### config.mk
export PLATFORM = sky130hd
export DESIGN_NAME = regfile_write_arbiter
export DESIGN_NICKNAME = d
export VERILOG_FILES = /design/src/rtl/regfile_arb_pkg.sv /design/src/rtl/regfile_arb_fifo.sv /design/src/rtl/regfile_write_arbiter.sv
export SDC_FILE = /design/constraint.sdc
export NUM_CORES = 1
export LEC_CHECK = 0
export ABC_AREA = 1
export CAP_MARGIN = 5
export CORE_MARGIN = 1
export CORE_UTILIZATION = 59
export CTS_CLUSTER_DIAMETER = 80
export DETAILED_ROUTE_END_ITERATION = 7
export PLACE_DENSITY = 0.94
export SYNTH_ARGS = -nofsm -noshare
export SYNTH_HDL_FRONTEND = slang
export SYNTH_HIERARCHICAL = 1
export SYNTH_SLANG_ARGS = --single-unit
### constraint.sdc
create_clock -name Clk -period 5.2 [get_ports Clk]
set_clock_uncertainty 0.05 [all_clocks]
set_input_delay 1.04 -clock Clk [delete_from_list [all_inputs] [get_ports Clk]]
set_output_delay 1.04 -clock Clk [all_outputs]
set_load 0.005 [all_outputs]
### src/rtl/regfile_arb_pkg.sv
// Shared widths, FSM encoding and request record for the register-file
// write arbiter and its secondary-requester FIFO.
package regfile_arb_pkg;

    localparam int REG_ADDR_W = 5;
    localparam int DATA_W     = 32;
    localparam int ENTRY_W    = REG_ADDR_W + DATA_W;

    // Arbitration FSM encoding.
    localparam logic [0:0] NORMAL  = 1'b0;
    localparam logic [0:0] FORCE_B = 1'b1;

    // One write request: destination register and data, packed as {reg,data}.
    typedef struct packed {
        logic [REG_ADDR_W-1:0] addr;
        logic [DATA_W-1:0]     data;
    } wr_req_t;

endpackage

### src/rtl/regfile_arb_fifo.sv
// Small synchronous FIFO buffering requester-B writes. No bypass path:
// a pushed entry becomes visible at the head on the following cycle.
module regfile_arb_fifo
    import regfile_arb_pkg::*;
#(
    parameter int DEPTH = 4,
    parameter int WIDTH = ENTRY_W
) (
    input  logic             clk,
    input  logic             rst,
    input  logic             push,
    input  logic [WIDTH-1:0] push_data,
    input  logic             pop,
    output logic [WIDTH-1:0] head,
    output logic             full,
    output logic             empty
);

    localparam int PTR_W = $clog2(DEPTH);
    localparam int CNT_W = $clog2(DEPTH + 1);

    logic [WIDTH-1:0] mem [DEPTH];
    logic [PTR_W-1:0] rd_ptr;
    logic [PTR_W-1:0] wr_ptr;
    logic [CNT_W-1:0] count;
    logic             push_en;
    logic             pop_en;

    assign full    = (count == CNT_W'(DEPTH));
    assign empty   = (count == '0);
    assign push_en = push && !full;
    assign pop_en  = pop && !empty;
    assign head    = mem[rd_ptr];

    // Pointer and occupancy bookkeeping; pointers wrap naturally at DEPTH.
    // NOTE: sequential state uses non-blocking assignments so every flop samples pre-edge values.
    always_ff @(posedge clk or posedge rst) begin
        if (rst) begin
            rd_ptr <= '0;
            wr_ptr <= '0;
            count  <= '0;
        end else begin
            if (push_en) wr_ptr <= wr_ptr + 1'b1;
            if (pop_en)  rd_ptr <= rd_ptr + 1'b1;
            case ({push_en, pop_en})
                2'b10:   count <= count + 1'b1;
                2'b01:   count <= count - 1'b1;
                default: count <= count;
            endcase
        end
    end

    // Entry storage, written at the tail on an accepted push.
    // NOTE: storage is deliberately not reset; only pointers and count define validity.
    always_ff @(posedge clk) begin
        if (push_en) mem[wr_ptr] <= push_data;
    end

endmodule

### src/rtl/regfile_write_arbiter.sv
// Arbitrates the register-file write port between the pipeline writeback
// (requester A, highest priority) and a buffered multi-cycle unit
// (requester B). A starvation counter forces one B grant after B has lost
// MAX_WAIT consecutive arbitrations. The winner is registered onto the port.
module regfile_write_arbiter
    import regfile_arb_pkg::*;
#(
    parameter int FIFO_DEPTH = 4,
    parameter int MAX_WAIT   = 4
) (
    input  logic                  Clk,
    input  logic                  Reset,
    input  logic                  AWrite,
    input  logic [REG_ADDR_W-1:0] AReg,
    input  logic [DATA_W-1:0]     AData,
    output logic                  AStall,
    input  logic                  BValid,
    input  logic [REG_ADDR_W-1:0] BReg,
    input  logic [DATA_W-1:0]     BData,
    output logic                  BReady,
    output logic                  BPending,
    output logic                  RegWrite,
    output logic [REG_ADDR_W-1:0] WriteRegister,
    output logic [DATA_W-1:0]     WriteData
);

    localparam int WAIT_W = $clog2(MAX_WAIT + 1);
    localparam logic [WAIT_W-1:0] WAIT_MAX = WAIT_W'(MAX_WAIT);

    logic [0:0]        state;
    logic [0:0]        state_next;
    logic [WAIT_W-1:0] wait_cnt;
    logic [WAIT_W-1:0] wait_cnt_next;

    wr_req_t a_req;
    wr_req_t b_req;
    wr_req_t b_head;
    wr_req_t winner;
    logic    fifo_full;
    logic    fifo_empty;
    logic    b_push;
    logic    grant_a;
    logic    grant_b;
    logic    do_write;

    assign a_req = '{addr: AReg, data: AData};
    assign b_req = '{addr: BReg, data: BData};

    assign BReady   = !fifo_full;
    assign BPending = !fifo_empty;
    assign AStall   = AWrite && (state == FORCE_B);
    assign b_push   = BValid && BReady;

    regfile_arb_fifo #(
        .DEPTH (FIFO_DEPTH),
        .WIDTH (ENTRY_W)
    ) u_fifo (
        .clk       (Clk),
        .rst       (Reset),
        .push      (b_push),
        .push_data (b_req),
        .pop       (grant_b),
        .head      (b_head),
        .full      (fifo_full),
        .empty     (fifo_empty)
    );

    // Winner selection: forced B, else A, else buffered B, else nobody.
    // NOTE: every always_comb output gets a default first so no latch is inferred.
    always_comb begin
        grant_a = 1'b0;
        grant_b = 1'b0;
        if (state == FORCE_B) begin
            grant_b = !fifo_empty;
        end else if (AWrite) begin
            grant_a = 1'b1;
        end else begin
            grant_b = !fifo_empty;
        end
        winner   = grant_b ? b_head : a_req;
        do_write = (grant_a || grant_b) && (winner.addr != '0);
    end

    // Starvation count and FSM next state.
    always_comb begin
        wait_cnt_next = wait_cnt;
        state_next    = state;
        if (fifo_empty || grant_b) begin
            wait_cnt_next = '0;
        end else if (grant_a && (wait_cnt != WAIT_MAX)) begin
            wait_cnt_next = wait_cnt + 1'b1;
        end
        case (state)
            NORMAL:  if (wait_cnt_next == WAIT_MAX) state_next = FORCE_B;
            default: state_next = NORMAL;
        endcase
    end

    // FSM state and starvation counter registers.
    always_ff @(posedge Clk or posedge Reset) begin
        if (Reset) begin
            state    <= NORMAL;
            wait_cnt <= '0;
        end else begin
            state    <= state_next;
            wait_cnt <= wait_cnt_next;
        end
    end

    // Register-file port; address and data hold when nothing is written.
    always_ff @(posedge Clk or posedge Reset) begin
        if (Reset) begin
            RegWrite      <= 1'b0;
            WriteRegister <= '0;
            WriteData     <= '0;
        end else begin
            RegWrite <= do_write;
            if (do_write) begin
                WriteRegister <= winner.addr;
                WriteData     <= winner.data;
            end
        end
    end

endmodule

==> results of run 1 <==
kinds of logic (layout without fill, tap and decap cells):
logic type	Yosys count	after routing	share of synthesized area [%]
AO/OA/AOI/OAI	82	82	7.07
XOR/XNOR	1	1	0.101
adder cells (fa/ha/maj)	8	8	1.25
buffers and inverters	160	278	8.63
flip-flops	197	197	65.6
AND/OR/NAND/NOR	374	374	17.3
final cells by class:
cell class / instances / area [µm²]
Clock buffer: 17 / 425
Clock inverter: 14 / 134
Fill cell: 854 / 3680
Inverter: 119 / 448
Multi-Input combinational cell: 465 / 2250
Sequential cell: 197 / 5670
Tap cell: 180 / 225
Timing Repair Buffer: 128 / 1260
path summary, 6_finish.rpt:
kind | startpoint | endpoint | depth (start not counted)
worst max-delay path | AWrite | u_fifo/count[2] | 14
worst min-delay path | WriteRegister[2] | WriteRegister[2] | 2
worst max register to register | u_fifo/rd_ptr[1] | WriteData[12] | 13
worst min register to register | WriteRegister[2] | WriteRegister[2] | 2
max in group asynchronous | Reset | WriteData[19] | 3
min in group asynchronous | Reset | u_fifo/rd_ptr[1] | 2
cell usage in the layout, fill, tap and decap left out, types with 4 or more instances in the layout:
master	n
nand2_1	311
edfxtp_1	148
clkdlybuf4s50_1	118
inv_1	114
o211ai_1	76
dfrtp_1	49
nand3_1	46
clkbuf_16	17
buf_4	10
ha_1	7
clkinv_2	5
nor2_1	4
clkinv_1	4
nor2_4	4
sequential cells by signal, indices dropped and copies added, names as in the netlist:
register       count
u_fifo/mem       148
WriteData         32
WriteRegister      5
u_fifo/count       3
wait_cnt           3
u_fifo/rd_ptr      2
u_fifo/wr_ptr      2
RegWrite           1
state              1
power by group through the flow:
stage | Combinational, mW | Clock [mW] | Sequential, mW
floorplan | 1.35 | 0 | 2.32
global placement | 1.97 | 0 | 2.31
detailed placement | 2.08 | 0 | 2.33
CTS | 2.12 | 1.26 | 2.30
global route | 2.36 | 1.32 | 2.34
finish | 2.15 | 1.25 | 2.31
worst max-delay path, stage by stage:
cell             delay, ps
clkdlybuf4s50_1        460
nand2_4                150
nand2_4                260
inv_1                  120
buf_4                  330
nand2_1                130
inv_1                   70
ha_1                   160
inv_1                   70
fa_1                   390
nand2_1                130
nand3_1                100
nand2_1                 70
nand2_1                 40
layer usage:
metal	up-vias	GRT usage [%]	part of all wire, %	wire length, µm
met2	353	43.6	48	9390
met4	2	14.0	3.4	658
met3	69	6.04	9.4	1840
met5	-	0	0.067	13
li1	2922	-	-	-
met1	2999	35.1	39	7610
==> flow_metrics.py, run 1 <==
metrics = {
    "power": {
        "p_int_mw": 3.65,
        "switchingPower_mw": 2.05,
        "power_frac_clock_pct": 21.9,
        "power.share.combinational_pct": 37.7,
        "power.share.switching_pct": 36.0,
        "seqPwrFrac_pct": 40.4,
        "power.total_mw": 5.70,
        "pwr_density_cell_nw_per_um2": 547,
        "peakVddDrop_mv": 0.266,
        "total_leakage_power_nw": 4.54,
    },
    "synth": {
        "yosys_warnings": 6,
        "synthesis.nets": 908,
        "synth_common_cells": "nand2_1 (311), edfxtp_1 (148), inv_1 (115), o211ai_1 (76), dfrtp_1 (49)",
        "synth_top_area_share_pct": 51.4,
        "seq_area_frac_synth_pct": 65.6,
        "ys_seq_elements": 197,
        "synth.largest_area_cell": "edfxtp_1",
        "synth_edf_count": 148,
        "syn_area_um2": 8640,
        "synthCells": 822,
        "synth.avg_cell_area_um2": 10.5,
        "ys_top_cells_by_area": "edfxtp_1 (51%), dfrtp_1 (14%), nand2_1 (14%)",
        "synth_cell_types": 26,
        "synth_ff_type": "edfxtp_1",
        "synthMostInstantiatedCell": "nand2_1",
        "synthArstFlopShare_pct": 24.9,
    },
    "critical_path": {
        "critPathMaxFanout": 39,
        "cp.arrival_ps": 3540,
        "endpoint_kind": "flop",
        "reg2reg_slack_ps": 2050,
        "path_class": "input pin to flop",
        "crit_required_ps": 5480,
        "cp-start-kind": "input pin",
    },
    "timing": {
        "hold_violations": 0,
        "period_needed_ps": 3270,
        "period_share_pct": 62.8,
        "finalSetupTns_ps": 0,
        "hold_slack_ps": 423,
        "timing.final.ws_setup_ps": 1930,
        "rsz0062_at_grt": "false",
        "max_slew_margin_pct": 32.5,
        "slew_violations": 0,
        "fmax_mhz": 306,
        "setup_viol": 0,
        "worst_pin_slew_ps": 1010,
    },
    "cells_and_area": {
        "stdcell_area_um2": 10400,
        "layout.cells.non_filler": 1120,
        "final_util_pct": 73.9,
        "drive_above_1_share_pct": 5.53,
        "area_growth_pct": 20.5,
        "layout.nets": 1014,
        "insertedDiodeCount": 0,
    },
    "run_status": {
        "status": "finished, final reports clean",
    },
    "drt": {
        "postRouteAntennaNets": 0,
        "drt_wl_total_um": 19500,
        "vias_per_cell": 5.67,
        "drc": 0,
        "num_vias": 6345,
        "drtPass1Iterations": 5,
        "wl_per_cell_um": 17.4,
        "drt-initial-drc-count": 705,
    },
    "clock_tree": {
        "cts_sinks": 197,
        "postCtsSetupRepairBufs": 0,
        "cts-resized-gates": 0,
        "numCtsBuffers": 17,
        "cts_tree": "done",
        "hold_buffers": 0,
        "clk_pin_slew_ps": 70,
        "cts_root_buf": "clkbuf_16",
        "insertion_delay_ps": 430,
        "cts.htree.levels": 4,
        "cts_buffer_depth": 2,
    },
    "floorplanning": {
        "core-area_um2": 14100,
        "initial_core_util_pct": 61.3,
        "die_area_um2": 15100,
        "io_pins": 119,
        "die_h_um": 123,
        "rows": 43,
        "die_w_um": 123,
    },
    "grt": {
        "grt_pass1_wl_um": 30100,
        "grt.overflow.total": 0,
        "antenna_found_initial": 1,
        "grt_pass1_vias": 5918,
        "grt_max_degree": 106,
        "gr-usage-all-layers_pct": 27.2,
    },
    "place": {
        "place_hpwl_um": 12400,
        "dpl_cell_area_um2": 9850,
        "placedCellCount": 1089,
        "port_buffers": 118,
        "gp_congestion": 0.805,
        "dp_slack_ps": 1630,
    },
    "flow_run": {
        "cap_viol_max_count": 0,
    },
    "min_path": {
        "hp-class": "flop to flop",
    },
}
No activity file was read; power rests on OpenSTA's default activity.
==> run 2, diff against run 1 <==
Settings changed: CORE_UTILIZATION 59 to 55, PLACE_DENSITY 0.94 to 0.89.
Clock period 5.2 ns to 3.31 ns, I/O delays scaled along.
==> flow_metrics.py, run 2 (synthesized netlist as in run 1, its figures left out) <==
metrics = {
    "clock_tree": {
        "cts.htree.levels": 4,
        "cts_root_buf": "clkbuf_16",
        "numCtsBuffers": 17,
        "cts-resized-gates": 0,
        "cts_tree": "done",
        "hold_buffers": 0,
        "cts_buffer_depth": 2,
        "insertion_delay_ps": 430,
        "clk_pin_slew_ps": 70,
        "postCtsSetupRepairBufs": 0,
        "cts_sinks": 197,
    },
    "cells_and_area": {
        "final_util_pct": 69.3,
        "insertedDiodeCount": 0,
        "stdcell_area_um2": 10600,
        "final_cell_mix": "nand2_1 (311), edfxtp_1 (148), clkdlybuf4s50_1 (118)",
        "layout.nets": 1020,
        "layout.cells.non_filler": 1158,
        "top_regs": "u_fifo/mem x148, WriteData x32, WriteRegister x5",
        "largest_reg_flops": 148,
        "area_growth_pct": 22.4,
        "regMostFlops": "u_fifo/mem",
        "drive_above_1_share_pct": 6.02,
        "final_common_cell": "nand2_1",
    },
    "drt": {
        "wl_per_cell_um": 15.6,
        "vias_per_cell": 5.10,
        "postRouteAntennaNets": 0,
        "drtPass1Iterations": 6,
        "drt-initial-drc-count": 498,
        "num_vias": 5906,
        "drt_wl_total_um": 18100,
        "drc": 0,
    },
    "grt": {
        "grt.overflow.total": 0,
        "gr-usage-all-layers_pct": 23.9,
        "grt_pass1_wl_um": 28600,
        "grt_pass1_vias": 5741,
        "grt_max_degree": 49,
        "antenna_found_initial": 0,
    },
    "power": {
        "total_leakage_power_nw": 4.59,
        "peakVddDrop_mv": 0.441,
        "power.total_mw": 8.97,
        "pwr_density_cell_nw_per_um2": 848,
    },
    "timing": {
        "worst_pin_slew_ps": 901,
        "max_slew_margin_pct": 39.6,
        "period_needed_ps": 2700,
        "setup_viol": 0,
        "slew_violations": 0,
        "fmax_mhz": 370,
        "period_share_pct": 81.5,
        "rsz0062_at_grt": "false",
        "hold_violations": 0,
        "timing.final.ws_setup_ps": 611,
        "hold_slack_ps": 425,
        "finalSetupTns_ps": 0,
    },
    "floorplanning": {
        "core-area_um2": 15300,
        "die_w_um": 127,
        "die_area_um2": 16200,
        "io_pins": 119,
        "die_h_um": 127,
        "rows": 45,
        "initial_core_util_pct": 56.6,
    },
    "place": {
        "gp_congestion": 0.858,
        "place_hpwl_um": 11900,
        "placedCellCount": 1126,
        "dp_slack_ps": 377,
        "port_buffers": 118,
        "dpl_cell_area_um2": 9990,
    },
    "critical_path": {
        "endpoint_kind": "flop",
        "path_class": "flop to flop",
        "crit_required_ps": 3580,
        "cp-start-kind": "flop",
        "cp.arrival_ps": 2970,
        "critPathMaxFanout": 48,
    },
    "min_path": {
        "hp-class": "flop to flop",
    },
    "flow_run": {
        "cap_viol_max_count": 0,
    },
    "run_status": {
        "status": "finished, final reports clean",
    },
}
[run 2: metal layers]
layer | vias to the layer above | part of all wire [%] | GRT usage (%)
met3 | 32 | 7.1 | 5.86
met1 | 2727 | 42 | 30.6
met2 | 215 | 49 | 39.1
met5 | - | 0 | 0
met4 | 0 | 2.2 | 10.7
li1 | 2932 | - | -
[run 2: worst paths after layout]
kind,from,endpoint,slack (ps),cells after the start
hold reg to reg,u_fifo/count[0],u_fifo/count[0],430,1
hold / removal,u_fifo/count[0],u_fifo/count[0],430,1
setup / recovery,u_fifo/rd_ptr[0],WriteData[20],610,11
max in group asynchronous,Reset,WriteData[24],1890,3
min in group asynchronous,Reset,u_fifo/count[2],490,2
setup reg to reg,u_fifo/rd_ptr[0],WriteData[20],610,11
[run 2: report_power, final]
| group | internal [mW] | switching [mW] |
|---|---|---|
| sequential | 3.35 | 0.258 |
| clock | 1.18 | 0.849 |
| combinational | 1.33 | 2.00 |
| total | 5.86 | 3.11 |
[run 2: cell type report]
cell class / count / area [µm²]
clock buffer: 19 / 433
clock inverter: 13 / 155
multi-input combinational: 465 / 2250
sequential: 197 / 5670
inverter: 119 / 448
tap: 211 / 264
fill: 1028 / 4680
timing repair buffer: 134 / 1350
[run 2: critical path, stage by stage, from the launching register on]
cell,delay [ps]
dfrtp_1,390
clkinv_2,470
o211ai_1,400
nand2_1,120
inv_1,90
nand3_1,100
nand2_1,110
nand2_1,60
nor2_1,120
nand2_2,380
nand3_1,200
nand2_1,70
==> run 3, diff against run 2 <==
Settings changed: CORE_UTILIZATION 55 to 50, PLACE_DENSITY 0.89 to 0.86.
Clock period 3.31 ns to 2.2 ns, I/O delays scaled along.
==> flow_metrics.py, run 3 (synthesized netlist as in run 1, its figures left out) <==
metrics = {
    "run_status": {
        "status": "finished, final reports clean",
    },
    "critical_path": {
        "reg2reg_to": "u_fifo/count[1]",
        "path_class": "flop to primary output",
        "reg2reg_slack_ps": 80,
        "critPathMaxFanout": 4,
        "critPathMostFrequentCell": "inv_2",
        "endpoint_kind": "primary output",
        "crit_chain": "inv_2 -> nand3_2 -> inv_2 -> inv_1 -> clkdlybuf4s50_1",
        "reg2reg_from": "u_fifo/count[2]",
        "cp.arrival_ps": 1630,
        "critPathSlowestCell": "clkdlybuf4s50_1",
        "r2r_cells": 13,
        "crit_required_ps": 1710,
        "cp-start-kind": "flop",
        "critical_path.top_delay_family": "buffers and inverters",
        "cpPeakStageDelay_ps": 430,
        "worst-path-buf-inv": 4,
    },
    "place": {
        "dpl_cell_area_um2": 10200,
        "port_buffers": 118,
        "gp_congestion": 0.856,
        "placedCellCount": 1147,
        "place_hpwl_um": 12000,
    },
    "floorplanning": {
        "core-area_um2": 16700,
        "die_h_um": 133,
        "io_pins": 119,
        "die_area_um2": 17800,
        "die_w_um": 133,
        "initial_core_util_pct": 51.7,
        "rows": 47,
    },
    "power": {
        "total_leakage_power_nw": 4.72,
        "pwr_density_cell_nw_per_um2": 1270,
        "power.total_mw": 13.8,
        "peakVddDrop_mv": 0.669,
    },
    "clock_tree": {
        "cts_buffer_depth": 2,
        "cts_sinks": 197,
        "cts.htree.levels": 4,
        "cts_tree": "done",
        "insertion_delay_ps": 440,
        "clk_pin_slew_ps": 70,
        "cts_root_buf": "clkbuf_16",
        "numCtsBuffers": 17,
    },
    "drt": {
        "wl_per_cell_um": 15.3,
        "num_vias": 5993,
        "vias_per_cell": 5.07,
        "drt-initial-drc-count": 463,
        "drt_wl_total_um": 18100,
        "drtPass1Iterations": 5,
        "postRouteAntennaNets": 0,
        "drc": 0,
    },
    "cells_and_area": {
        "largest_reg_flops": 148,
        "drive_above_1_share_pct": 8.73,
        "final_cell_mix": "nand2_1 (310), edfxtp_1 (148), clkdlybuf4s50_1 (117)",
        "layout.nets": 1035,
        "top_regs": "u_fifo/mem x148, WriteData x32, WriteRegister x5",
        "insertedDiodeCount": 0,
        "stdcell_area_um2": 10800,
        "layout.cells.non_filler": 1182,
        "regMostFlops": "u_fifo/mem",
        "final_common_cell": "nand2_1",
        "area_growth_pct": 25.5,
    },
    "timing": {
        "period_needed_ps": 2120,
        "slew_violations": 0,
        "fmax_mhz": 471,
        "period_share_pct": 96.6,
        "max_slew_margin_pct": 64.5,
        "worst_pin_slew_ps": 533,
        "setup_viol": 0,
        "hold_violations": 0,
    },
    "grt": {
        "gr-usage-all-layers_pct": 21.4,
        "grt.overflow.total": 0,
        "grt_pass1_vias": 5692,
        "antenna_found_initial": 0,
        "grt_max_degree": 130,
        "grt_pass1_wl_um": 28600,
    },
    "min_path": {
        "hp-class": "input pin to async pin",
    },
    "flow_run": {
        "cap_viol_max_count": 0,
    },
}
## run 3: changes by cell type in the layout (fill, tap and decap cells not counted), moves of 3 or more
| cell | previous run | this run |
|---|---|---|
| inv_2 | 2 | 6 |
| buf_4 | 12 | 16 |
| buf_6 | 0 | 3 |
| inv_8 | 0 | 6 |
| buf_12 | 4 | 11 |
| inv_1 | 114 | 110 |
## run 3: layout make-up
type / instances / area [µm²]
clock buffers: 17 / 425
clock inverters: 15 / 175
fillers: 1231 / 5860
inverters: 119 / 449
multi-input cells: 465 / 2270
flip-flops and latches: 197 / 5670
well taps: 220 / 275
repair buffers: 149 / 1570
## run 3: how the worst max path moves through the flow
stage | to | depth (start not counted) | start
floorplan | u_fifo/mem[0][0] | 6 | u_fifo/count[0]
finish | BReady | 5 | u_fifo/count[1]
detailed placement | u_fifo/count[2] | 13 | AWrite
CTS | BReady | 5 | u_fifo/count[0]
global route | u_fifo/count[2] | 16 | u_fifo/count[2]
global placement | u_fifo/count[2] | 13 | AWrite
## run 3: timing repair
| item | CTS | global route |
|---|---|---|
| endpoints found under the hold margin | 0 | 0 |
| setup endpoints to repair | 2 | 42 |
| pin swaps | 0 | 1 |
| gates cloned | 0 | 1 |
| gates resized for setup | 2 | 16 |
| buffers inserted | 1 | 1 |
| hold buffers | 0 | 0 |
## run 3: stage by stage
step	utilization (%)	setup TNS, ps	hold slack, ps	setup slack [ps]
detailed placement	60.9	-980	410	-70.7
CTS	64.6	0	218	12.3
floorplan	-	-31060	193	-210
global placement	60.9	-31.6	404	-31.6
finish	64.9	0	229	75.2
global route	64.9	-372	239	-33.3
## run 3: layer usage
metal  routed length [µm]  vias to the layer above  GRT usage (%)
li1                     -                     2963              -
met1                 7800                     2790           27.6
met2                 8510                      205           33.9
met3                 1340                       35           6.32
met4                  427                        0           9.09
met5                    0                        -              0
## run 3: worst register-to-register path: stages, from the launching register on
cell,delay (ps)
dfrtp_1,410
inv_1,100
nand3_1,120
inv_1,120
inv_2,60
buf_6,130
nand2_4,70
inv_2,40
nand2_1,80
inv_1,50
ha_2,170
inv_1,90
fa_2,430
o21ai_1,140
## run 3: power breakdown
group / switching (mW) / internal [mW]
clock: 1.46 / 1.63
combinational: 3.07 / 2.21
sequential: 0.405 / 5.04
total: 4.93 / 8.89
